**src/rtl/theta_sweep_gen.sv**
```systemverilog
// Streaming generator of the normalised mirror-angle ramp theta(k) = 1 - 2k/(N-1).
// Produces one point per clock using STEP accumulation, with sawtooth/triangle multi-sweep runs and valid/ready output.
module theta_sweep_gen #(
    parameter int INT_W_P   = 2,
    parameter int FRAC_W_P  = 32,
    parameter int COLUMNS_P = 360,
    parameter int FRAMES_P  = 5
) (
    input  logic                               clk_i,
    input  logic                               rst_i,
    input  logic                               start_i,
    input  logic                               mode_i,
    input  logic [7:0]                         sweeps_i,
    input  logic                               abort_i,
    input  logic                               ready_i,
    output logic                               valid_o,
    output logic signed [INT_W_P+FRAC_W_P-1:0] theta_o,
    output logic [9:0]                         col_o,
    output logic [2:0]                         frame_o,
    output logic                               dir_o,
    output logic                               sweep_last_o,
    output logic                               busy_o,
    output logic                               done_o
);

    localparam int     W      = INT_W_P + FRAC_W_P;
    localparam int     AW     = W + 1;
    localparam longint N_L    = longint'(COLUMNS_P) * longint'(FRAMES_P);
    localparam longint ONE_L  = longint'(1) <<< FRAC_W_P;
    localparam longint STEP_L = (2 * ONE_L + (N_L - 1) / 2) / (N_L - 1);

    localparam logic signed [AW-1:0] ONE_A   = AW'(ONE_L);
    localparam logic signed [AW-1:0] STEP_A  = AW'(STEP_L);
    localparam logic [9:0]           COL_LAST = 10'(COLUMNS_P - 1);
    localparam logic [9:0]           COL_PEN  = 10'(COLUMNS_P - 2);
    localparam logic [2:0]           FRM_LAST = 3'(FRAMES_P - 1);

    typedef enum logic {IDLE, RUN} state_e;

    state_e                state_q, state_d;
    logic signed [AW-1:0]  acc_q, acc_d;
    logic [9:0]            col_q, col_d;
    logic [2:0]            frame_q, frame_d;
    logic                  dir_q, dir_d;
    logic                  mode_q, mode_d;
    logic [7:0]            sweeps_q, sweeps_d;
    logic [7:0]            sweep_cnt_q, sweep_cnt_d;
    logic                  done_q, done_d;

    logic hs, last, next_is_last, end_run, run_over;

    assign hs           = (state_q == RUN) && ready_i;
    assign last         = (col_q == COL_LAST) && (frame_q == FRM_LAST);
    assign next_is_last = (col_q == COL_PEN) && (frame_q == FRM_LAST);
    assign end_run      = (sweeps_q != 8'd0) &&
                          (({1'b0, sweep_cnt_q} + 9'd1) == {1'b0, sweeps_q});
    assign run_over     = hs && last && end_run;

    // NOTE: sequential state uses non-blocking assignments so every register samples pre-edge values.
    always_ff @(posedge clk_i) begin
        if (rst_i) begin
            state_q <= IDLE;
        end else begin
            state_q <= state_d;
        end
    end

    // NOTE: every combinational output gets a default first so no latch is inferred.
    always_comb begin
        state_d = state_q;
        case (state_q)
            IDLE: if (start_i) state_d = RUN;
            RUN:  if (abort_i || run_over) state_d = IDLE;
            default: state_d = IDLE;
        endcase
    end

    always_comb begin
        acc_d       = acc_q;
        col_d       = col_q;
        frame_d     = frame_q;
        dir_d       = dir_q;
        mode_d      = mode_q;
        sweeps_d    = sweeps_q;
        sweep_cnt_d = sweep_cnt_q;
        done_d      = 1'b0;
        if (state_q == IDLE) begin
            if (start_i) begin
                mode_d      = mode_i;
                sweeps_d    = sweeps_i;
                acc_d       = ONE_A;
                col_d       = 10'd0;
                frame_d     = 3'd0;
                dir_d       = 1'b0;
                sweep_cnt_d = 8'd0;
            end
        end else if (abort_i || run_over) begin
            // Leaving RUN parks the datapath at its reset values.
            acc_d   = '0;
            col_d   = 10'd0;
            frame_d = 3'd0;
            dir_d   = 1'b0;
            done_d  = !abort_i;
        end else if (hs) begin
            if (last) begin
                sweep_cnt_d = sweep_cnt_q + 8'd1;
                col_d       = 10'd0;
                frame_d     = 3'd0;
                if (mode_q) begin
                    dir_d = ~dir_q;
                end else begin
                    dir_d = 1'b0;
                    acc_d = ONE_A;
                end
            end else begin
                if (col_q == COL_LAST) begin
                    col_d   = 10'd0;
                    frame_d = frame_q + 3'd1;
                end else begin
                    col_d = col_q + 10'd1;
                end
                // Final point is snapped to the exact endpoint to cancel rounding drift.
                if (next_is_last) begin
                    acc_d = dir_q ? ONE_A : -ONE_A;
                end else begin
                    acc_d = dir_q ? (acc_q + STEP_A) : (acc_q - STEP_A);
                end
            end
        end
    end

    always_ff @(posedge clk_i) begin
        if (rst_i) begin
            acc_q       <= '0;
            col_q       <= 10'd0;
            frame_q     <= 3'd0;
            dir_q       <= 1'b0;
            mode_q      <= 1'b0;
            sweeps_q    <= 8'd0;
            sweep_cnt_q <= 8'd0;
            done_q      <= 1'b0;
        end else begin
            acc_q       <= acc_d;
            col_q       <= col_d;
            frame_q     <= frame_d;
            dir_q       <= dir_d;
            mode_q      <= mode_d;
            sweeps_q    <= sweeps_d;
            sweep_cnt_q <= sweep_cnt_d;
            done_q      <= done_d;
        end
    end

    always_comb begin
        valid_o      = (state_q == RUN);
        busy_o       = (state_q == RUN);
        sweep_last_o = (state_q == RUN) && last;
        col_o        = col_q;
        frame_o      = frame_q;
        dir_o        = dir_q;
        done_o       = done_q;
        // Accumulator headroom bit never differs from the sign in range; clamp defensively.
        if (acc_q[AW-1] != acc_q[W-1]) begin
            theta_o = acc_q[AW-1] ? {1'b1, {(W-1){1'b0}}} : {1'b0, {(W-1){1'b1}}};
        end else begin
            theta_o = acc_q[W-1:0];
        end
    end

endmodule

```
**config.mk**
```make
export PLATFORM = sky130hd
export DESIGN_NAME = theta_sweep_gen
export DESIGN_NICKNAME = d
export VERILOG_FILES = /design/src/rtl/theta_sweep_gen.sv
export SDC_FILE = /design/constraint.sdc
export NUM_CORES = 1
export LEC_CHECK = 0
export BUFFER_PORTS_ARGS = -buffer_cell sky130_fd_sc_hd__buf_2
export CAP_MARGIN = 20
export CORE_MARGIN = 8
export CORE_UTILIZATION = 35
export CTS_CLUSTER_DIAMETER = 40
export DETAILED_ROUTE_END_ITERATION = 16
export GPL_ROUTABILITY_DRIVEN = 0
export PLACE_DENSITY = 0.57
export SYNTH_ARGS = -nofsm -noshare
export SYNTH_HDL_FRONTEND = slang
export SYNTH_SLANG_ARGS = --single-unit
```
**constraint.sdc**
```tcl
create_clock -name clk_i -period 3.4 [get_ports clk_i]
set_clock_uncertainty 0.05 [all_clocks]
set_input_delay 0.34 -clock clk_i [delete_from_list [all_inputs] [get_ports clk_i]]
set_output_delay 0.34 -clock clk_i [all_outputs]
set_load 0.02 [all_outputs]
```
==> metrics.cfg <==
[synthesis]
synth.top_cell.area_share = 0.266
ys_warn_count = 0
synthArstFlopShare = 0
synth_edf_count = 0
synthesis.nets = 729
avgSynthCellArea_um2 = 7.61
synthDistinctLibCells = 67
synth-seq-area-share = 0.266
synth_area_mm2 = 0.00513
synth_most_common_cell = a21oi_1
synth_cells = 674
synthFlopType = dfxtp_1
synth_area_leaders = dfxtp_1 (27%), ha_1 (9.8%), a21oi_1 (8.8%)
synth-seq-cells = 68
yosys-top-cells-count = a21oi_1 (90), dfxtp_1 (68), nand2_1 (65)
synth_top_cell_by_area = dfxtp_1

[layout]
area_growth_pct = 16.6
fin_nets = 778
layoutNonFillerInstCount = 912
antennaDiodeCount = 0
fin_util = 0.414
layout-drive-gt1-share = 0.157
multiInputGateArea_mm2 = 0.00342
design_area_mm2 = 0.00598
fillCellCount = 1493
seqCellArea_mm2 = 0.00137

[worst_setup_path]
r2r_slack_ns = 0.22
path_cells = clkinvlp_4, ha_1, a21o_1, a21oi_2, nand2_1, a221o_1, o31ai_4, o31ai_1, or4_1, and2_1, o221ai_2
cp_max_fo = 6
critical-path-top-delay-family = compound AO/OA/AOI/OAI gates
cpMaxStageDelayCell = or4_1
max_stage_delay_ns = 0.50
crit_type = flop to flop
cp.required_ns = 3.62
worst-path-buf-inv = 1
worstSetupStartpointType = flop
arrival_ns = 3.40
critPathCaptureType = flop

[pwr]
p_switching_mw = 0.607
switching_share = 0.262
p_seq_frac = 0.361
p_comb_frac = 0.152
irDropWorstVdd_uv = 279
p_int_mw = 1.71
fin_total_pwr_mw = 2.31
clkPwrFrac = 0.487
p_per_area_mw_per_mm2 = 387
p_leak_nw = 2.76

[sta]
rsz0062_at_grt = false
period_needed_ns = 3.18
worstMarginPinSlew_ns = 0.731
fmaxAchievable_mhz = 314
fin_ws_ns = 0.215
maxSlewViolCount = 0
relSlewSlack = 0.511
period_share = 0.937
hold_viol = 0
setup_viol = 0
finalSetupTns_ns = 0
hold_ws_ns = 0.188

[drt]
finalWirelength_mm = 14.0
via_count = 4991
drt_iter0_markers = 303
ant_nets = 0
drt-vias-per-instance = 5.47
drc = 0
drt_pass1_iterations = 4
post_drt_wl_per_cell_um = 15.4

[cts]
worstSkewPairLatency_ns = 0.34
root_buffer = clkbuf_16
htreeDepth = 3
clock-sinks = 68
cts_inserted_buffers = 9
clockBufferDepth = 2
ctsHoldBuffers = 0
post_cts_resized = 0
clkTransAtPathRegs_ns = 0.06
post_cts_buffers = 0
cts_tree = yes

[outcome]
status = complete, no violations

[global_route]
met3_usage = 0.0334
busiest_layer = met2
antenna_found_initial = 0
grt_pass1_vias = 4876
grt_first_pass_wirelength_mm = 23.3
grtUsageTotal = 0.151
grt_util_met2 = 0.246
grt_use_met1 = 0.190
grt_max_degree = 43
overflow = 0

[die]
std_cell_rows = 44
dieArea_mm2 = 0.0188
die_w_um = 137
start_util = 0.355
core_region_area_mm2 = 0.0144
ios = 66
fp.dieH_um = 137

[place]
placed_cells = 896
dp_slack_ns = 0.271
hpwl_mm = 10.5
dpl_cell_area_mm2 = 0.00561
io_buffers = 65

[flow_run]
maxCapViolations = 0

[hold_path]
hold_path.class = primary input to flop

[final cells by class]
class,instances,area share
Multi-Input combinational cell,521,0.573
Clock buffer,11,0.0423
Timing Repair Buffer,78,0.0708
Sequential cell,68,0.228
Clock inverter,5,0.0180
Tap cell,184,0.0385
Inverter,45,0.0289
[worst paths after layout]
kind	start	end	cells past startpoint
setup reg to reg	dir_o	acc_q[33]	11
hold / removal	sweeps_i[3]	sweeps_q[3]	3
setup / recovery	dir_o	acc_q[33]	11
hold reg to reg	sweeps_q[0]	sweeps_q[0]	2
[worst min-delay path: cells and delay by family]
family                 cells  cell delay, ns
buffers and inverters      1            0.10
AO/OA/AOI/OAI              1            0.05
AND/OR/NAND/NOR            1            0.04
[registers in the layout, indices dropped and copies added, names as in the netlist]
register and cells:
done_o 1, sweep_cnt_q 8, dir_o 1, sweeps_q 8, mode_q 1, busy_o 1
col_o 10, frame_o 3, acc_q 35
[power by group through the flow]
| stage | sequential (mW) | clock [mW] | combinational [mW] |
|---|---|---|---|
| 3_3_place_gp | 0.853 | 0 | 0.348 |
| 5_1_grt | 0.839 | 1.19 | 0.388 |
| 3_5_place_dp | 0.853 | 0 | 0.351 |
| 4_1_cts | 0.836 | 1.15 | 0.353 |
| 2_1_floorplan | 0.849 | 0 | 0.257 |
| 6_report | 0.836 | 1.13 | 0.351 |
[cell usage in the layout, fill, tap and decap left out, types with 19 or more instances in the layout]
| cell | instances |
|---|---|
| a21o_1 | 21 |
| a21oi_1 | 89 |
| o21ai_0 | 19 |
| nor2_1 | 64 |
| inv_1 | 44 |
| ha_1 | 40 |
| nand2_1 | 65 |
| xor2_1 | 24 |
| xnor2_1 | 29 |
| buf_2 | 65 |
| dfxtp_1 | 67 |
[per-layer routing]
| metal | vias up | part of all wire |
|---|---|---|
| met5 | - | 0 |
| met4 | 0 | 0.016 |
| met3 | 21 | 0.055 |
| met2 | 128 | 0.45 |
| met1 | 2347 | 0.48 |
| li1 | 2495 | - |
[kinds of logic after synthesis]
group	after synthesis	share of synthesized area
muxes	2	0.00391
DFF	68	0.266
and+or+nand+nor	208	0.193
adders and majority gates	41	0.102
xor gates and xnor gates	53	0.0906
buffers and inverters	85	0.0676
AOI/OAI and AO/OA	217	0.278
Power figures use the tool's default switching activity.
